$ cat config.mk
export PLATFORM = sky130hd
export DESIGN_NAME = nibble_serial_add_ctrl
export DESIGN_NICKNAME = d
export VERILOG_FILES = /design/src/rtl/nibble_serial_add_ctrl.sv
export SDC_FILE = /design/constraint.sdc
export NUM_CORES = 1
export LEC_CHECK = 0
export ABC_AREA = 1
export CORE_MARGIN = 1
export CORE_UTILIZATION = 30
export CTS_BUF_LIST = sky130_fd_sc_hd__clkbuf_8 sky130_fd_sc_hd__clkbuf_16
export CTS_CLUSTER_SIZE = 24
export DETAILED_ROUTE_END_ITERATION = 16
export GPL_TIMING_DRIVEN = 0
export PLACE_DENSITY = 0.5
export SYNTH_ARGS = -nofsm -noshare
export SYNTH_HDL_FRONTEND = slang
export SYNTH_SLANG_ARGS = --single-unit
$ cat constraint.sdc
create_clock -name clk -period 4.6 [get_ports clk]
set_input_delay 0.69 -clock clk [delete_from_list [all_inputs] [get_ports clk]]
set_output_delay 0.69 -clock clk [all_outputs]
set_load 0.1 [all_outputs]
$ cat src/rtl/nibble_serial_add_ctrl.sv
// Purpose: WIDTH-bit add/subtract built from one reused 4-bit slice, LSB nibble first.
// Latency: operands accepted at edge k give out_valid after edge k+WIDTH/4; no overlap.
// Backpressure: result and out_valid are held in DONE until out_ready; in_ready is low outside IDLE.
//
// Ports:
//   clk, rst_n          rising-edge clock, async active-low reset
//   in_valid/in_ready   operand handshake for a, b, cin, sub
//   a, b                operands (WIDTH bits)
//   cin                 carry-in for add; ignored when sub=1
//   sub                 0: a+b+cin, 1: a-b (as a+~b+1)
//   out_valid/out_ready result handshake for sum, cout, ovf
//   sum, cout, ovf      result, MSB carry (no-borrow for sub), signed overflow
module nibble_serial_add_ctrl #(
  parameter int WIDTH = 16
) (
  input  logic             clk,
  input  logic             rst_n,
  input  logic             in_valid,
  output logic             in_ready,
  input  logic [WIDTH-1:0] a,
  input  logic [WIDTH-1:0] b,
  input  logic             cin,
  input  logic             sub,
  output logic             out_valid,
  input  logic             out_ready,
  output logic [WIDTH-1:0] sum,
  output logic             cout,
  output logic             ovf
);

  localparam int NIBBLES = WIDTH / 4;
  localparam int IDXW    = (NIBBLES > 1) ? $clog2(NIBBLES) : 1;

  typedef enum logic [1:0] {
    IDLE = 2'd0,
    RUN  = 2'd1,
    DONE = 2'd2
  } state_t;

  state_t           r_state;
  logic [WIDTH-1:0] r_a;
  logic [WIDTH-1:0] r_b;      // already inverted for subtract
  logic [WIDTH-1:0] r_work;
  logic             r_carry;
  logic [IDXW-1:0]  r_idx;

  logic [3:0]       w_a_nib;
  logic [3:0]       w_b_nib;
  logic [4:0]       w_slice;
  logic [WIDTH-1:0] w_work_next;
  logic             w_last;
  logic             w_ovf;

  // Gated by rst_n so the block never advertises ready while held in reset.
  assign in_ready = (r_state == IDLE) && rst_n;

  // Nibble select and write-back use constant slices driven by a compare
  // against the index, keeping the mux shallow and the part-selects static.
  always_comb begin
    w_a_nib     = '0;
    w_b_nib     = '0;
    w_work_next = r_work;
    for (int n = 0; n < NIBBLES; n++) begin
      if (r_idx == IDXW'(n)) begin
        w_a_nib = r_a[4*n +: 4];
        w_b_nib = r_b[4*n +: 4];
      end
    end
    w_slice = {1'b0, w_a_nib} + {1'b0, w_b_nib} + {4'b0000, r_carry};
    for (int n = 0; n < NIBBLES; n++) begin
      if (r_idx == IDXW'(n)) begin
        w_work_next[4*n +: 4] = w_slice[3:0];
      end
    end
  end

  assign w_last = (r_idx == IDXW'(NIBBLES - 1));
  // Overflow uses the effective (possibly inverted) B operand, which makes the
  // same rule cover add and subtract.
  assign w_ovf  = (r_a[WIDTH-1] == r_b[WIDTH-1]) &&
                  (w_work_next[WIDTH-1] != r_a[WIDTH-1]);

  always_ff @(posedge clk or negedge rst_n) begin
    if (!rst_n) begin
      r_state   <= IDLE;
      r_a       <= '0;
      r_b       <= '0;
      r_work    <= '0;
      r_carry   <= 1'b0;
      r_idx     <= '0;
      sum       <= '0;
      cout      <= 1'b0;
      ovf       <= 1'b0;
      out_valid <= 1'b0;
    end else begin
      case (r_state)
        IDLE: begin
          if (in_valid) begin
            r_a     <= a;
            r_b     <= sub ? ~b : b;
            r_carry <= sub ? 1'b1 : cin;
            r_idx   <= '0;
            r_state <= RUN;
          end
        end
        RUN: begin
          r_work  <= w_work_next;
          r_carry <= w_slice[4];
          r_idx   <= r_idx + 1'b1;
          if (w_last) begin
            // Publish directly from the slice so the final nibble is included.
            sum       <= w_work_next;
            cout      <= w_slice[4];
            ovf       <= w_ovf;
            out_valid <= 1'b1;
            r_state   <= DONE;
          end
        end
        DONE: begin
          if (out_ready) begin
            out_valid <= 1'b0;
            r_state   <= IDLE;
          end
        end
        default: r_state <= IDLE;
      endcase
    end
  end

endmodule

==> out/qor.txt, run 1 <==
Pre-antenna DRT Iters - 4
Synth Area in Adders - 3.802%
Total GRT Usage - 14.98%
Clock Latency Late Sink - 340 ps
Yosys Warn Count - 0
FFs w/ async S/R, synth - 100.0%
DRC - 0
Max cap viols - 0
Antenna violations before repair - 0
Core ar. - 10,890 um^2
CP bufs+invs - 2
Crit path arrival time - 2820 ps
IO Pins - 58
Cell row count - 38
Root buf cell - clkbuf_8
Antenna fix cells - 0
Design area - 4274 um^2
Met3 Usage GRT - 2.603%
Ys flop type - dfrtp_1
CTS tree - yes
Placed cell areas - 4090 um^2
Req. time, crit path - 3910 ps
Layout fillers - 1,128
Met2 GRT Util - 23.99%
Commonest non-fill, non-tap cells in the layout - 154 x nand2_1, 69 x dfrtp_1, 55 x clkdlybuf4s50_1
# nets final - 518
Initial DRC Count - 101
Final non-filler cell total - 614
CTS buffer count - 9
Hold-fix buffers, CTS - 0
Vias - 2,750
H-tree Lvls - 3
Worst Max-Slew Pin Slew - 966.2 ps
Fin Clk Skew - 8.615 ps
Multi-input gate area - 1445 um^2
Worst Setup End Kind - output port
Post-CTS setup buffer count - 0
Seq/Total Area, Yosys - 51.43%
Cells after DPL - 600
Synth Register Bits - 69
Run status - completed
Tcrit/Tclk final - 76.40%
Routed WL - 7984 um
Vias in the first global route - 2,649
EDFF count, synth - 0
Net Count, Synth - 451
Largest family of logic cells by synthesized area - simple AND/OR/NAND/NOR gates
Wire per inst - 13.00 um
Hold Fails Final Rpt - 0
Clk sinks - 69
Die height - 107.8 um
Cell family with most CP delay - buffers and inverters
Met1 usage - 19.56%
Register area - 1727 um^2
Post-Synthesis Cells - 404
DP Wirelength - 5725 um
Slowest stage cell, crit path - clkdlybuf4s50_1
Slew margin rel. - 35.39%
First-pass GRT wire length - 13,190 um
Die width - 107.8 um
Drt via density - 4.479
Worst path cell trace - buf_4, nor3b_1, clkdlybuf4s50_1
Clk pin slew, worst setup/hold paths - 70 ps
Area Growth Syn to Fin - 27.32%
CP max stage delay - 1160 ps
Placer Congestion - 0.8129
Clock Path Buffers - 2
Final Critical Period - 3514 ps
Post-detailed-route count of antenna-violating nets - 0
Post-Synth Simple-Gate Area - 24.23%
Die footprint - 11,620 um^2
Post-CTS Resized - 0
Mux cell area share after synthesis - 0%
Layout cells sized above 1 - 7.173%
Post-Synth XOR/XNOR Area - 4.174%
Port bufs - 56
Busiest layer in global routing - met2
Max FO, Critical Path - 70
CP startpoint kind - primary input
Pin count of the biggest net entering global routing - 71
Highest Clock Rate - 284.5 MHz
Grt ovf - 0
Commonest non-fill, non-tap cell in the layout - nand2_1
Setup violators final - 0
Cell Area, Synth - 3357 um^2
Initial core utilization - 30.83%
Average cell area after synthesis - 8.309 um^2
Slew Viols, Final - 0
Post-synthesis compound-gate area fraction - 10.85%
WS Path Type - primary input to output port
Cell variety after synth - 28
Hold crit path type - register to register
RSZ-0062 raised after global routing - no
==> logic make-up (layout without fill, tap and decap cells) <==
family | count (synthesis) | in the layout
buf+inv | 43 | 113
compound gates | 70 | 70
flops | 69 | 69
xor+xnor | 16 | 16
fa+ha+maj | 9 | 9
simple gates | 197 | 197
==> layout make-up <==
class | instances | share of cell area (%)
timing repair buffer | 56 | 13.06
clock inverter | 1 | 0.1171
tap | 140 | 4.098
clock buffer | 13 | 4.186
inverter | 25 | 2.254
buffer | 18 | 2.078
multi-input combinational | 292 | 33.81
sequential | 69 | 40.40
==> final timing paths <==
check,depth (start not counted),endpoint,startpoint,slack [ps]
worst min-delay path,2,sum[5]$_DFFE_PN0P_,sum[5]$_DFFE_PN0P_,470
worst min register to register,2,sum[5]$_DFFE_PN0P_,sum[5]$_DFFE_PN0P_,470
min in group asynchronous,1,r_a[10]$_DFFE_PN0P_,rst_n,480
max in group asynchronous,1,r_carry$_DFFE_PN0P_,rst_n,3550
worst max register to register,13,r_work[9]$_DFFE_PN0P_,r_idx[0]$_DFFE_PN0P_,1190
worst max-delay path,3,in_ready,rst_n,1090
==> sequential cells by signal, indices dropped and copies added, names as in the netlist, 2 cells and up <==
signal and count:
r_work 13, r_a 16, r_state 2, r_idx 2, r_b 16, sum 16
==> metal layers <==
metal / part of all wire, % / up-vias
met5: 0 / -
met4: 2.2 / 0
met3: 3.2 / 13
met2: 46 / 53
met1: 48 / 1261
li1: - / 1423
==> metrics by stage <==
step                      utilization, %  worst slack (ps)  setup TNS (ps)  hold WS [ps]
after global routing               39.26             808.5               0         491.5
after detailed placement           37.57              1005               0         460.6
after floorplan                        -              1038               0         394.4
after CTS                          39.26              1005               0         477.3
final                              39.26              1086               0         469.6
after global placement             37.59             -1145           -1145         456.2
==> Yosys cell counts, types with 5 or more instances <==
library cell  number  area share, %
xnor2_1           16            4.2
nand3_1           25            3.7
o21ai_0           50            7.5
nor2_1             9            1.0
inv_1             19            2.1
clkbuf_1          10            1.1
dfrtp_1           69             51
ha_1               7            2.6
nand2_1          154             17
buf_2              5           0.75
a21oi_1           13            1.9
==> worst reg2reg max path, delay by kind of cell, from the launching register on <==
kind	cells	cell delay (ps)
AND/OR/NAND/NOR	2	180
AO/OA/AOI/OAI	5	700
adder cells (fa/ha/maj)	3	1290
buffers and inverters	3	680
flip-flops	1	430
Power of run 1 is not shown: default switching activity piles up to over one toggle a cycle in this logic, so the estimate is an artifact.
==> run 2, diff against run 1 <==
==> constraint.sdc (replaced) <==
create_clock -name clk -period 3.5 [get_ports clk]
set_input_delay 0.525 -clock clk [delete_from_list [all_inputs] [get_ports clk]]
set_output_delay 0.525 -clock clk [all_outputs]
set_load 0.1 [all_outputs]
==> out/qor.txt, run 2 (same netlist as run 1, synthesis figures left out) <==
Layout cells sized above 1 - 8.017%
Hold crit path type - primary input to async pin
Die footprint - 11,620 um^2
First-pass GRT wire length - 13,190 um
Drt via density - 4.471
CP bufs+invs - 2
Tcrit/Tclk final - 91.17%
Placed cell areas - 4090 um^2
CTS tree - yes
Highest Clock Rate - 313.4 MHz
Core ar. - 10,890 um^2
Worst path cell trace - buf_4, nor3b_1, clkdlybuf4s50_1
Cell family with most CP delay - buffers and inverters
WS Path Type - primary input to output port
Vias in the first global route - 2,649
H-tree Lvls - 3
Crit path arrival time - 2670 ps
Die width - 107.8 um
Grt ovf - 0
Wire per inst - 12.98 um
Max cap viols - 0
Fin Clk Skew - 10.04 ps
Pin count of the biggest net entering global routing - 71
Commonest non-fill, non-tap cells in the layout - 154 x nand2_1, 69 x dfrtp_1, 55 x clkdlybuf4s50_1
Design area - 4283 um^2
Initial DRC Count - 92
Post-CTS setup buffer count - 0
Setup violators final - 0
Worst Max-Slew Pin Slew - 966.2 ps
DP Wirelength - 5725 um
Slowest stage cell, crit path - clkdlybuf4s50_1
Clock Path Buffers - 2
Area Growth Syn to Fin - 27.58%
Max FO, Critical Path - 70
Pre-antenna DRT Iters - 4
Clk pin slew, worst setup/hold paths - 70 ps
IO Pins - 58
CTS buffer count - 9
Post-detailed-route count of antenna-violating nets - 0
Hold Fails Final Rpt - 0
CP startpoint kind - primary input
Slew margin rel. - 35.39%
Antenna fix cells - 0
Slew Viols, Final - 0
Commonest non-fill, non-tap cell in the layout - nand2_1
Run status - completed
Die height - 107.8 um
CP max stage delay - 1160 ps
Clock Latency Late Sink - 340 ps
Antenna violations before repair - 0
Cell row count - 38
Port bufs - 56
Vias - 2,745
Root buf cell - clkbuf_8
# nets final - 518
DRC - 0
Layout fillers - 1,127
Req. time, crit path - 2970 ps
Placer Congestion - 0.8129
RSZ-0062 raised after global routing - no
Total GRT Usage - 14.98%
Initial core utilization - 30.83%
Clk sinks - 69
Routed WL - 7967 um
Final Critical Period - 3191 ps
Biggest registers after layout - r_a x16, r_b x16, sum x16
Worst Setup End Kind - output port
-- run 2: cell types whose count changed in the layout (fill, tap and decap cells not counted) --
| cell | previous run | this run |
|---|---|---|
| clkinv_1 | 1 | 0 |
| clkinvlp_4 | 0 | 1 |
| clkbuf_1 | 10 | 8 |
| ha_1 | 7 | 6 |
| clkbuf_2 | 0 | 2 |
| ha_2 | 0 | 1 |
-- run 2: final cells by class --
type / count / area [um^2] / area share [%]
repair buffers: 56 / 558.0 / 13.03
multi-input cells: 292 / 1448 / 33.80
well taps: 140 / 175.2 / 4.090
plain buffers: 18 / 91.34 / 2.133
flip-flops and latches: 69 / 1727 / 40.32
inverters: 25 / 100.1 / 2.337
clock inverters: 1 / 5.005 / 0.1169
clock buffers: 13 / 178.9 / 4.178
-- run 2: timing repair --
item | in CTS | in global routing
endpoints found under the setup margin | 0 | 21
hold buffers | 0 | 0
gates resized for setup | 0 | 6
-- run 2: metal layers --
metal / routed length (um) / part of all wire [%] / up-vias / track usage [%]
met1: 3821 / 48 / 1259 / 19.56
met5: 0 / 0 / - / 0
met4: 165 / 2.1 / 0 / 7.045
li1: - / - / 1420 / -
met2: 3680 / 46 / 54 / 23.99
met3: 300 / 3.8 / 12 / 2.603
-- run 2: through the flow --
stage | TNS, ps | setup slack (ps) | instances | util (%) | hold WS (ps)
6_report | 0 | 309.2 | 614 | 39.34 | 301.3
5_1_grt | 0 | 41.39 | 614 | 39.34 | 375.9
4_1_cts | 0 | 40.78 | 614 | 39.26 | 342.0
3_5_place_dp | 0 | 73.10 | 600 | 37.57 | 460.6
3_3_place_gp | -39890 | -1915 | 600 | 37.59 | 456.2
2_1_floorplan | 0 | 267.7 | 404 | - | 229.4
-- run 2: worst reg2reg max path: cells and delay by family (launching register included) --
family | cells | cell delay (ps)
AO/OA/AOI/OAI | 5 | 610
adder cells (fa/ha/maj) | 3 | 1290
buffers and inverters | 3 | 540
flip-flops | 1 | 410
AND/OR/NAND/NOR | 2 | 180
-- run 2: path summary, 6_finish.rpt --
kind | depth (start not counted) | end | slack [ps] | from
worst min-delay path | 1 | r_a[10]$_DFFE_PN0P_ | 300 | rst_n
worst min register to register | 2 | sum[5]$_DFFE_PN0P_ | 470 | sum[5]$_DFFE_PN0P_
max in group asynchronous | 1 | sum[9]$_DFFE_PN0P_ | 2610 | rst_n
min in group clk | 2 | sum[5]$_DFFE_PN0P_ | 470 | sum[5]$_DFFE_PN0P_
worst max register to register | 13 | r_work[9]$_DFFE_PN0P_ | 340 | r_idx[1]$_DFFE_PN0P_
worst max-delay path | 3 | in_ready | 310 | rst_n
Power of run 2 is left out for the same reason.
==> run 3, diff against run 2 <==
--- a/config.mk
+++ b/config.mk
@@ -13,6 +13,7 @@
 export DETAILED_ROUTE_END_ITERATION = 16
 export GPL_TIMING_DRIVEN = 0
 export PLACE_DENSITY = 0.5
+export RECOVER_POWER = 25
 export SYNTH_ARGS = -nofsm -noshare
 export SYNTH_HDL_FRONTEND = slang
 export SYNTH_SLANG_ARGS = --single-unit
==> results of run 3 <==
The final DEF is identical to that of run 2; final timing and power are the same.
Power of run 3 is left out for the same reason.
